$ cat config.mk
export PLATFORM = sky130hd
export DESIGN_NAME = mem_stage_flat
export DESIGN_NICKNAME = d
export VERILOG_FILES = /design/src/rtl/mem_stage_pkg.sv /design/src/rtl/mem_stage_if.sv /design/src/rtl/mem_stage_fsm.sv /design/src/rtl/mem_stage.sv /design/src/flat_wrapper.sv
export SDC_FILE = /design/constraint.sdc
export NUM_CORES = 1
export LEC_CHECK = 0
export CORE_ASPECT_RATIO = 0.75
export CORE_MARGIN = 2
export CORE_UTILIZATION = 25
export CTS_BUF_LIST = sky130_fd_sc_hd__clkbuf_4
export DETAILED_ROUTE_END_ITERATION = 16
export GPL_TIMING_DRIVEN = 0
export PLACE_DENSITY = 0.61
export SYNTH_ARGS = -nofsm -noshare
export SYNTH_HDL_FRONTEND = slang
export SYNTH_SLANG_ARGS = --single-unit
$ cat constraint.sdc
create_clock -name I_CLOCK -period 25.5 [get_ports I_CLOCK]
set_clock_uncertainty 0.15 [all_clocks]
set_input_delay 5.1 -clock I_CLOCK [delete_from_list [all_inputs] [get_ports I_CLOCK]]
set_output_delay 5.1 -clock I_CLOCK [all_outputs]
set_load 0.1 [all_outputs]
$ cat src/rtl/mem_stage_pkg.sv
// Shared types and constants for the memory stage: FSM states, CC codes,
// memory opcode encodings and the condition-code helper.
package mem_stage_pkg;

  typedef enum logic {
    IDLE = 1'b0,
    REQ  = 1'b1
  } mem_state_e;

  localparam logic [2:0] CC_N = 3'b100;
  localparam logic [2:0] CC_Z = 3'b010;
  localparam logic [2:0] CC_P = 3'b001;

  localparam logic [31:0] MMIO_BASE_DEFAULT = 32'hFFFF_F000;

  // Encodings mirror global_def.h
  localparam logic [7:0] OP_LDB = 8'b0100_0000;
  localparam logic [7:0] OP_LDW = 8'b0100_0001;
  localparam logic [7:0] OP_STB = 8'b0100_0010;
  localparam logic [7:0] OP_STW = 8'b0100_0011;

  function automatic logic [2:0] cc_of(input logic [31:0] v);
    logic signed [31:0] s;
    s = v;
    if (s < 0)
      return CC_N;
    else if (s == 0)
      return CC_Z;
    else
      return CC_P;
  endfunction

endpackage

$ cat src/rtl/mem_stage_if.sv
// Data-memory req/ack port of the memory stage; master = pipeline side,
// slave = memory side.
interface mem_stage_if;
  logic        O_DMemReq;
  logic        O_DMemWE;
  logic [29:0] O_DMemAddr;
  logic [31:0] O_DMemWData;
  logic        I_DMemAck;
  logic [31:0] I_DMemRData;

  modport master (
    output O_DMemReq, O_DMemWE, O_DMemAddr, O_DMemWData,
    input  I_DMemAck, I_DMemRData
  );

  modport slave (
    input  O_DMemReq, O_DMemWE, O_DMemAddr, O_DMemWData,
    output I_DMemAck, I_DMemRData
  );
endinterface

$ cat src/rtl/mem_stage_fsm.sv
// dmem_req_fsm: IDLE/REQ handshake controller with an ack timeout counter.
// Updates on the falling clock edge like the rest of the pipeline.
module dmem_req_fsm
  import mem_stage_pkg::*;
#(
  parameter int ACK_TIMEOUT = 16
) (
  input  logic clk,
  input  logic rst,
  input  logic start,
  input  logic ack,
  output logic req,
  output logic stall,
  output logic done_ack,
  output logic done_timeout
);

  localparam int CNT_W = $clog2(ACK_TIMEOUT + 1);
  localparam logic [CNT_W-1:0] CNT_LAST = CNT_W'(ACK_TIMEOUT - 1);

  mem_state_e       state_q, state_d;
  logic [CNT_W-1:0] cnt_q, cnt_d;

  always_ff @(negedge clk or posedge rst) begin
    if (rst) begin
      state_q <= IDLE;
      cnt_q   <= '0;
    end else begin
      state_q <= state_d;
      cnt_q   <= cnt_d;
    end
  end

  // An ack arriving on the timeout edge takes priority over the abort
  always_comb begin
    state_d      = state_q;
    cnt_d        = cnt_q;
    done_ack     = 1'b0;
    done_timeout = 1'b0;
    case (state_q)
      IDLE: begin
        if (start) begin
          state_d = REQ;
          cnt_d   = '0;
        end
      end
      REQ: begin
        if (ack) begin
          done_ack = 1'b1;
          state_d  = IDLE;
          cnt_d    = '0;
        end else if (cnt_q == CNT_LAST) begin
          done_timeout = 1'b1;
          state_d      = IDLE;
          cnt_d        = '0;
        end else begin
          cnt_d = cnt_q + 1'b1;
        end
      end
      default: begin
        state_d = IDLE;
        cnt_d   = '0;
      end
    endcase
  end

  assign req   = (state_q == REQ);
  assign stall = (state_q == REQ);

endmodule

$ cat src/rtl/mem_stage.sv
// Memory pipeline stage: LDW/STW via req/ack data memory, single-cycle pass
// for everything else. Optional LED MMIO register: MEM_STAGE_MMIO_LEDR_EN.
module mem_stage
  import mem_stage_pkg::*;
#(
  parameter int ACK_TIMEOUT = 16
`ifdef MEM_STAGE_MMIO_LEDR_EN
  , parameter logic [31:0] MMIO_BASE = MMIO_BASE_DEFAULT
`endif
) (
  input  logic        I_CLOCK,
  input  logic        I_RESET,
  input  logic        I_LOCK,
  input  logic        I_EX_Valid,
  input  logic [31:0] I_PC,
  input  logic [31:0] I_IR,
  input  logic [7:0]  I_Opcode,
  input  logic [3:0]  I_DestRegIdx,
  input  logic [5:0]  I_DestVRegIdx,
  input  logic [31:0] I_DestValue,
  input  logic [63:0] I_VecDestValue,
  input  logic [2:0]  I_CCValue,
  input  logic        I_RegWEn,
  input  logic        I_VRegWEn,
  input  logic        I_CCWEn,
  input  logic [31:0] I_MARValue,
  input  logic [31:0] I_MDRValue,
  mem_stage_if.master dmem,
  output logic        O_MEMStallSignal,
  output logic        O_LOCK,
  output logic        O_MEM_Valid,
  output logic [31:0] O_PC,
  output logic [31:0] O_IR,
  output logic [7:0]  O_Opcode,
  output logic [3:0]  O_DestRegIdx,
  output logic [5:0]  O_DestVRegIdx,
  output logic [31:0] O_DestValue,
  output logic [63:0] O_VecDestValue,
  output logic [2:0]  O_CCValue,
  output logic        O_RegWEn,
  output logic        O_VRegWEn,
  output logic        O_CCWEn,
  output logic        O_MemFault
`ifdef MEM_STAGE_MMIO_LEDR_EN
  , output logic [9:0] O_LEDR
`endif
);

  logic fsm_req, fsm_stall, done_ack, done_timeout;
  logic accept, is_word, is_byte, aligned, mmio_hit, mem_go;

  assign is_word = I_EX_Valid && ((I_Opcode == OP_LDW) || (I_Opcode == OP_STW));
  assign is_byte = I_EX_Valid && ((I_Opcode == OP_LDB) || (I_Opcode == OP_STB));
  assign aligned = (I_MARValue[1:0] == 2'b00);
`ifdef MEM_STAGE_MMIO_LEDR_EN
  assign mmio_hit = is_word && aligned && (I_MARValue == MMIO_BASE);
`else
  assign mmio_hit = 1'b0;
`endif
  assign accept = !fsm_stall && I_LOCK;
  assign mem_go = accept && is_word && aligned && !mmio_hit;

  dmem_req_fsm #(
    .ACK_TIMEOUT (ACK_TIMEOUT)
  ) u_fsm (
    .clk          (I_CLOCK),
    .rst          (I_RESET),
    .start        (mem_go),
    .ack          (dmem.I_DMemAck),
    .req          (fsm_req),
    .stall        (fsm_stall),
    .done_ack     (done_ack),
    .done_timeout (done_timeout)
  );

  // ---- stage p0: instruction held while the access is outstanding ----
  logic        ld_p0, we_p0;
  logic [29:0] addr_p0;
  logic [31:0] wdata_p0, pc_p0, ir_p0, dval_p0;
  logic [7:0]  opc_p0;
  logic [3:0]  rd_p0;
  logic [5:0]  vrd_p0;
  logic [63:0] vdval_p0;
  logic [2:0]  cc_p0;

  always_ff @(negedge I_CLOCK) begin
    if (mem_go) begin
      ld_p0    <= (I_Opcode == OP_LDW);
      we_p0    <= (I_Opcode == OP_STW);
      addr_p0  <= I_MARValue[31:2];
      wdata_p0 <= I_MDRValue;
      pc_p0    <= I_PC;
      ir_p0    <= I_IR;
      opc_p0   <= I_Opcode;
      rd_p0    <= I_DestRegIdx;
      vrd_p0   <= I_DestVRegIdx;
      dval_p0  <= I_DestValue;
      vdval_p0 <= I_VecDestValue;
      cc_p0    <= I_CCValue;
    end
  end

  assign dmem.O_DMemReq   = fsm_req;
  assign dmem.O_DMemWE    = fsm_req & we_p0;
  assign dmem.O_DMemAddr  = fsm_req ? addr_p0 : '0;
  assign dmem.O_DMemWData = fsm_req ? wdata_p0 : '0;
  assign O_MEMStallSignal = fsm_stall;

  // ---- stage p1: output register toward Writeback ----
  logic        vld_p1, lock_p1, regwe_p1, vregwe_p1, ccwe_p1, fault_p1;
  logic [31:0] pc_p1, ir_p1, dval_p1;
  logic [7:0]  opc_p1;
  logic [3:0]  rd_p1;
  logic [5:0]  vrd_p1;
  logic [63:0] vdval_p1;
  logic [2:0]  cc_p1;
`ifdef MEM_STAGE_MMIO_LEDR_EN
  logic [9:0]  ledr_p1;
`endif

  always_ff @(negedge I_CLOCK or posedge I_RESET) begin
    if (I_RESET) begin
      vld_p1    <= 1'b0;
      lock_p1   <= 1'b0;
      regwe_p1  <= 1'b0;
      vregwe_p1 <= 1'b0;
      ccwe_p1   <= 1'b0;
      fault_p1  <= 1'b0;
      pc_p1     <= '0;
      ir_p1     <= '0;
      dval_p1   <= '0;
      opc_p1    <= '0;
      rd_p1     <= '0;
      vrd_p1    <= '0;
      vdval_p1  <= '0;
      cc_p1     <= '0;
`ifdef MEM_STAGE_MMIO_LEDR_EN
      ledr_p1   <= '0;
`endif
    end else if (fsm_stall) begin
      if (done_ack || done_timeout) begin
        vld_p1    <= 1'b1;
        lock_p1   <= 1'b1;
        pc_p1     <= pc_p0;
        ir_p1     <= ir_p0;
        opc_p1    <= opc_p0;
        rd_p1     <= rd_p0;
        vrd_p1    <= vrd_p0;
        vdval_p1  <= vdval_p0;
        vregwe_p1 <= 1'b0;
        if (done_ack && ld_p0) begin
          dval_p1  <= dmem.I_DMemRData;
          regwe_p1 <= 1'b1;
          ccwe_p1  <= 1'b1;
          cc_p1    <= cc_of(dmem.I_DMemRData);
        end else begin
          dval_p1  <= dval_p0;
          regwe_p1 <= 1'b0;
          ccwe_p1  <= 1'b0;
          cc_p1    <= cc_p0;
        end
        if (done_timeout)
          fault_p1 <= 1'b1;
      end else begin
        vld_p1    <= 1'b0;
        regwe_p1  <= 1'b0;
        vregwe_p1 <= 1'b0;
        ccwe_p1   <= 1'b0;
      end
    end else if (!I_LOCK) begin
      lock_p1   <= 1'b0;
      vld_p1    <= 1'b0;
      regwe_p1  <= 1'b0;
      vregwe_p1 <= 1'b0;
      ccwe_p1   <= 1'b0;
    end else begin
      lock_p1   <= 1'b1;
      vld_p1    <= I_EX_Valid;
      pc_p1     <= I_PC;
      ir_p1     <= I_IR;
      opc_p1    <= I_Opcode;
      rd_p1     <= I_DestRegIdx;
      vrd_p1    <= I_DestVRegIdx;
      dval_p1   <= I_DestValue;
      vdval_p1  <= I_VecDestValue;
      cc_p1     <= I_CCValue;
      regwe_p1  <= I_RegWEn;
      vregwe_p1 <= I_VRegWEn;
      ccwe_p1   <= I_CCWEn;
      if (mem_go) begin
        vld_p1    <= 1'b0;
        regwe_p1  <= 1'b0;
        vregwe_p1 <= 1'b0;
        ccwe_p1   <= 1'b0;
      end else if (is_word && !aligned) begin
        regwe_p1  <= 1'b0;
        vregwe_p1 <= 1'b0;
        ccwe_p1   <= 1'b0;
        fault_p1  <= 1'b1;
      end else if (is_byte) begin
        regwe_p1  <= 1'b0;
        vregwe_p1 <= 1'b0;
        ccwe_p1   <= 1'b0;
      end
`ifdef MEM_STAGE_MMIO_LEDR_EN
      else if (mmio_hit) begin
        vregwe_p1 <= 1'b0;
        if (I_Opcode == OP_LDW) begin
          dval_p1  <= {22'b0, ledr_p1};
          regwe_p1 <= 1'b1;
          ccwe_p1  <= 1'b1;
          cc_p1    <= cc_of({22'b0, ledr_p1});
        end else begin
          ledr_p1  <= I_MDRValue[9:0];
          regwe_p1 <= 1'b0;
          ccwe_p1  <= 1'b0;
        end
      end
`endif
    end
  end

  assign O_LOCK         = lock_p1;
  assign O_MEM_Valid    = vld_p1;
  assign O_PC           = pc_p1;
  assign O_IR           = ir_p1;
  assign O_Opcode       = opc_p1;
  assign O_DestRegIdx   = rd_p1;
  assign O_DestVRegIdx  = vrd_p1;
  assign O_DestValue    = dval_p1;
  assign O_VecDestValue = vdval_p1;
  assign O_CCValue      = cc_p1;
  assign O_RegWEn       = regwe_p1;
  assign O_VRegWEn      = vregwe_p1;
  assign O_CCWEn        = ccwe_p1;
  assign O_MemFault     = fault_p1;
`ifdef MEM_STAGE_MMIO_LEDR_EN
  assign O_LEDR         = ledr_p1;
`endif

endmodule

$ cat src/flat_wrapper.sv
// flat-port wrapper written by rule: the top's interface ports become plain ports
module mem_stage_flat import mem_stage_pkg::*;
#(
  parameter int ACK_TIMEOUT = 16

)
  (I_CLOCK, I_RESET, I_LOCK, I_EX_Valid, I_PC, I_IR, I_Opcode, I_DestRegIdx, I_DestVRegIdx, I_DestValue, I_VecDestValue, I_CCValue, I_RegWEn, I_VRegWEn, I_CCWEn, I_MARValue, I_MDRValue, O_MEMStallSignal, O_LOCK, O_MEM_Valid, O_PC, O_IR, O_Opcode, O_DestRegIdx, O_DestVRegIdx, O_DestValue, O_VecDestValue, O_CCValue, O_RegWEn, O_VRegWEn, O_CCWEn, O_MemFault, dmem_O_DMemReq, dmem_O_DMemWE, dmem_O_DMemAddr, dmem_O_DMemWData, dmem_I_DMemAck, dmem_I_DMemRData);
  mem_stage_if dmem_i ();
  input  logic I_CLOCK;
  input  logic I_RESET;
  input  logic I_LOCK;
  input  logic I_EX_Valid;
  input  logic [31:0] I_PC;
  input  logic [31:0] I_IR;
  input  logic [7:0] I_Opcode;
  input  logic [3:0] I_DestRegIdx;
  input  logic [5:0] I_DestVRegIdx;
  input  logic [31:0] I_DestValue;
  input  logic [63:0] I_VecDestValue;
  input  logic [2:0] I_CCValue;
  input  logic I_RegWEn;
  input  logic I_VRegWEn;
  input  logic I_CCWEn;
  input  logic [31:0] I_MARValue;
  input  logic [31:0] I_MDRValue;
  output logic O_MEMStallSignal;
  output logic O_LOCK;
  output logic O_MEM_Valid;
  output logic [31:0] O_PC;
  output logic [31:0] O_IR;
  output logic [7:0] O_Opcode;
  output logic [3:0] O_DestRegIdx;
  output logic [5:0] O_DestVRegIdx;
  output logic [31:0] O_DestValue;
  output logic [63:0] O_VecDestValue;
  output logic [2:0] O_CCValue;
  output logic O_RegWEn;
  output logic O_VRegWEn;
  output logic O_CCWEn;
  output logic O_MemFault;
  output wire logic [$bits(dmem_i.O_DMemReq)-1:0] dmem_O_DMemReq;
  output wire logic [$bits(dmem_i.O_DMemWE)-1:0] dmem_O_DMemWE;
  output wire logic [$bits(dmem_i.O_DMemAddr)-1:0] dmem_O_DMemAddr;
  output wire logic [$bits(dmem_i.O_DMemWData)-1:0] dmem_O_DMemWData;
  input wire logic [$bits(dmem_i.I_DMemAck)-1:0] dmem_I_DMemAck;
  input wire logic [$bits(dmem_i.I_DMemRData)-1:0] dmem_I_DMemRData;
  assign dmem_O_DMemReq = dmem_i.O_DMemReq;
  assign dmem_O_DMemWE = dmem_i.O_DMemWE;
  assign dmem_O_DMemAddr = dmem_i.O_DMemAddr;
  assign dmem_O_DMemWData = dmem_i.O_DMemWData;
  assign dmem_i.I_DMemAck = dmem_I_DMemAck;
  assign dmem_i.I_DMemRData = dmem_I_DMemRData;
  mem_stage #(.ACK_TIMEOUT(ACK_TIMEOUT)) u_core (.I_CLOCK(I_CLOCK), .I_RESET(I_RESET), .I_LOCK(I_LOCK), .I_EX_Valid(I_EX_Valid), .I_PC(I_PC), .I_IR(I_IR), .I_Opcode(I_Opcode), .I_DestRegIdx(I_DestRegIdx), .I_DestVRegIdx(I_DestVRegIdx), .I_DestValue(I_DestValue), .I_VecDestValue(I_VecDestValue), .I_CCValue(I_CCValue), .I_RegWEn(I_RegWEn), .I_VRegWEn(I_VRegWEn), .I_CCWEn(I_CCWEn), .I_MARValue(I_MARValue), .I_MDRValue(I_MDRValue), .dmem(dmem_i), .O_MEMStallSignal(O_MEMStallSignal), .O_LOCK(O_LOCK), .O_MEM_Valid(O_MEM_Valid), .O_PC(O_PC), .O_IR(O_IR), .O_Opcode(O_Opcode), .O_DestRegIdx(O_DestRegIdx), .O_DestVRegIdx(O_DestVRegIdx), .O_DestValue(O_DestValue), .O_VecDestValue(O_VecDestValue), .O_CCValue(O_CCValue), .O_RegWEn(O_RegWEn), .O_VRegWEn(O_VRegWEn), .O_CCWEn(O_CCWEn), .O_MemFault(O_MemFault));
endmodule
== Yosys cells after proc, flatten, opt, wreduce, memory -nomap -nowiden ==
Cells that the tools add are included.
Widths: inputs -> output; s select.
Word-level totals
  bits in registers: 438
  input bits: 285
  word-level logic and storage cells: 132
Operators by class
  bitwise operators: 2
  $add $sub $neg: 1
  $lt $le $gt $ge: 1
  mux-type cells: 73
  reduce and logical (&&, ||, !) cells: 18
  equality and inequality tests: 9
Operators with widths (count)
  $mux 32: 11
  $mux 64: 3
  $mux 1: 38
  $eq 8x7->1 const B: 4
  $logic_not 32->1: 1
  $lt 32x1->1 const B: 1
  $mux 30: 1
  $mux 8: 3
  $mux 6: 3
  $mux 3: 5
  $mux 5: 3
  $mux 4: 3
  $pmux 5 s2: 1
  $logic_and 1x1->1: 7
  $ne 2x1->1 const B: 3
  $add 5x1->5 const B: 1
  $eq 5x4->1 const B: 1
  $reduce_and 5->1: 1
  $reduce_bool 2->1: 2
  $logic_or 1x1->1: 3
  $logic_not 1->1: 2
  $logic_not 2->1: 1
  $mux 2: 1
  $ne 2x2->1 const B: 1
  4 further kinds: 4

== Longest topological paths before layout ==
  word-level depth: 8
  mapped depth: 9
  mapped depth without buffers: 5

== Cells and area by module ==
A second synthesis with hierarchy kept.
Unflattened totals
  cell total of the unflattened synthesis: 1244
  area, all modules: 17167.7 sq um
Modules (own cells, without submodules)
  mem_stage: sequential area each 12036.5 sq um, times used 1, area an instance 16856.2 sq um, cells an instance 1213
  dmem_req_fsm: sequential area each 150.1 sq um, times used 1, area an instance 311.5 sq um, cells an instance 31

==> metrics.md <==
| Metric | Value |
|---|---|
| Worst setup path startpoint | `u_core.u_fsm.req` |
| Port Buffers | `534` |
| HP Class | `reg -> reg` |
| Critical path capture point type | `output pin` |
| Yosys top cell area share | `0.425` |
| Worst EP arrival | `16,690 ps` |
| Root buf cell | `clkbuf_4` |
| Most frequent cell after synthesis | `edfxtp_1` |
| Min-delay src | `u_core.O_IR[0]` |
| Max_slew headroom | `0.119` |
| Largest net degree at the start of global routing | `103` |
| CTS tree | `done` |
| Die width | `308 um` |
| Area Growth Syn to Fin | `53.4%` |
| Number of global-route vias before repair | `14,300` |
| Hold Vio Cnt, Final | `0` |
| PostCTS Resize Cnt | `0` |
| Leading area contributor after synthesis | `edfxtp_1` |
| Mapped Cells | `1,223` |
| Post-synthesis sequential area ratio | `0.704` |
| Async SR Flop Fraction | `0.441` |
| Nets | `2,430` |
| Layout cells sized above 1 | `0.125` |
| Top-Level Pins | `537` |
| HPWL after DPL | `43.8 mm` |
| First-pass GRT wire length | `88.4 mm` |
| Post-DR vias/cell | `4.32` |
| Commonest cells in the netlist | `245 x edfxtp_1, 193 x dfrtn_1, 178 x mux2i_1` |
| Worst Path Max Fanout | `10` |
| Worst Path Required | `20,250 ps` |
| Syn Area/Cell | `14.2 sq um` |
| Clk network pwr share | `0.401` |
| Leakage power | `11.0 nW` |
| Run status | `finished clean` |
| DIE AREA | `71,400 sq um` |
| Num CTS Buffers | `120` |
| Share of power burned in registers | `0.410` |
| Mapped Area | `17,300 sq um` |
| Cell depth of the worst min-delay path | `2` |
| Post-layout util | `0.388` |
| Kind of critical path | `reg -> out` |
| Clock transition at the registers of the reported paths | `50 ps` |
| Seq cells post-synth | `438` |
| Skew-Pair Late Insertion Delay | `860 ps` |
| Worst IR Drop VDD | `0.0437 mV` |
| GRT overflow | `0` |
| # DRC | `0` |
| Setup slack, reg-to-reg | `22,350 ps` |
| Die Y | `232 um` |
| Synth warn | `0` |
| Post-synth net total | `1,509` |
| Endpoints failing setup | `0` |
| Sw Share | `0.362` |
| R2R depth | `8` |
| Routed Antenna Nets | `0` |
| Sink Count | `438` |
| Power Density | `73.3 nW/um^2` |
| R2r endpoint | `u_core.pc_p0[7]` |
| CTS Hold Bufs | `0` |
| Combinational group share of total power | `0.190` |
| CP Launch Type | `flop` |
| Unique masters post-synth | `42` |
| Clock Tree Buf Depth | `3` |
| Reg2Reg Launch Point | `u_core.u_fsm.req` |
| Core area | `68,400 sq um` |
| # H-tree levels | `3` |
| # placed instances | `2,670` |
| Number of synthesized flops with an enable pin | `245` |
| Prevailing post-synth register cell | `edfxtp_1` |
| WL final | `60.0 mm` |
| Wire length per cell | `19.0 um` |
| Post-CTS setup buffers | `0` |
| Internal power | `1.24 mW` |
| Placer Congestion | `0.806` |
| Starting Density | `0.253` |
| Initial antenna violation count | `10` |
| Max cap viols | `0` |
| Fillers | `6,659` |
| Routed vias | `13,600` |
| Switching power | `0.705 mW` |
| Synth area leaders | `edfxtp_1 43%, dfrtn_1 28%, mux2i_1 10%` |
| Overall routing resource usage | `0.165` |
| Final cell area excluding filler cells | `26,600 sq um` |
| Unrepaired setup endpoints after global routing | `no` |
| Dpl cell area | `24,100 sq um` |
| Non-filler instance count after layout | `3,152` |
| Worst Tran Pin Value | `1310 ps` |
| Initial DRC count | `635` |
| Row cnt | `83` |
| Hold EP | `u_core.O_IR[0]` |
| Drt pass-1 iters | `5` |
| Count of final max-slew check failures | `0` |
-- stage by stage --
| step | setup TNS [ps] | power, mW | worst slack, ps | hold slack, ps |
|---|---|---|---|---|
| floorplan | -319260 | 1.10 | -1300 | 255 |
| global placement | -1863480 | 1.23 | -6870 | 264 |
| detailed placement | 0 | 1.24 | 4130 | 275 |
| CTS | 0 | 1.98 | 3480 | 276 |
| global route | 0 | 2.06 | 3320 | 287 |
| finish | 0 | 1.95 | 3560 | 272 |
-- worst max path at each step --
stage	slack, ps	endpoint
after floorplan	-1300	u_core.addr_p0[0]
after global placement	-6870	u_core.u_fsm.req
after detailed placement	4130	u_core.pc_p0[7]
after CTS	3480	dmem_O_DMemAddr[26]
after global routing	3320	dmem_O_DMemWData[31]
final	3560	dmem_O_DMemWData[19]
-- power groups by stage --
stage | Clock [mW] | Sequential [mW] | Combinational [mW]
after floorplan | 0.0571 | 0.998 | 0.0466
after global placement | 0.0571 | 0.807 | 0.368
after detailed placement | 0.0571 | 0.808 | 0.372
after CTS | 0.810 | 0.798 | 0.373
after global routing | 0.879 | 0.799 | 0.383
final | 0.779 | 0.798 | 0.369
-- cells in the final DEF, fill, tap and decap left out, types with 3 or more instances in the layout --
master | netlist | layout
a211oi_1 | 9 | 9
a211oi_2 | 24 | 24
a21o_1 | 33 | 33
a21oi_1 | 3 | 3
and2_1 | 64 | 64
buf_2 | 30 | 30
buf_4 | 19 | 19
buf_6 | 3 | 13
buf_8 | 1 | 11
bufinv_16 | 0 | 3
clkbuf_1 | 23 | 23
clkbuf_4 | 0 | 145
clkdlybuf4s50_1 | 0 | 534
clkinv_1 | 0 | 33
clkinv_2 | 0 | 5
clkinvlp_2 | 0 | 5
dfrtn_1 | 193 | 193
diode_2 | 0 | 9
edfxtp_1 | 245 | 245
inv_1 | 5 | 270
inv_2 | 0 | 12
mux2i_1 | 178 | 178
nand2_1 | 156 | 156
nand4_1 | 3 | 3
nor2_1 | 40 | 40
nor4_1 | 10 | 8
o21ai_0 | 154 | 154
-- per-layer routing --
layer  share of wire  vias to the layer above  global-route usage
met1            0.42                     6664               0.205
li1                -                     6394                   -
met5         0.00067                        -                   0
met3           0.076                      100              0.0614
met4           0.020                        6              0.0585
met2            0.48                      441               0.262
-- critical path, cell delays in order (launching register included) --
cell	delay (ps)
dfrtn_1	520
buf_2	310
clkbuf_1	560
clkbuf_1	410
and2_1	210
clkdlybuf4s50_1	1140
-- state kept, by name (all words and copies together), names as in the netlist, 8 cells and up --
signal	cells
u_core.pc_p0	32
u_core.dval_p0	32
u_core.opc_p0	8
u_core.O_DestValue	32
u_core.wdata_p0	32
u_core.ir_p0	32
u_core.addr_p0	30
u_core.O_Opcode	8
u_core.O_IR	32
u_core.O_VecDestValue	64
u_core.vdval_p0	64
u_core.O_PC	32
-- logic make-up (layout without fill, tap and decap cells) --
| group | Yosys count | after routing | synth area share |
|---|---|---|---|
| compound gates | 236 | 236 | 0.0878 |
| xor+xnor | 1 | 1 | 0.000506 |
| fa+ha+maj | 1 | 1 | 0.000723 |
| buf+inv | 83 | 1111 | 0.0281 |
| flops | 438 | 438 | 0.704 |
| mux | 178 | 178 | 0.103 |
| other cells | 0 | 9 | 0 |
| simple gates | 286 | 286 | 0.0758 |
-- area by class of cell --
cell class / instances / area [sq um] / share of cell area
inverter: 4 / 22.5 / 0.000848
antenna: 9 / 22.5 / 0.000848
tap: 892 / 1120 / 0.0420
sequential: 438 / 12200 / 0.459
clock buffer: 145 / 1090 / 0.0410
timing repair buffer: 555 / 5640 / 0.212
buffer: 78 / 468 / 0.0176
multi-input combinational: 702 / 4670 / 0.176
clock inverter: 329 / 1340 / 0.0506
No activity file was read; power rests on OpenSTA's default activity.
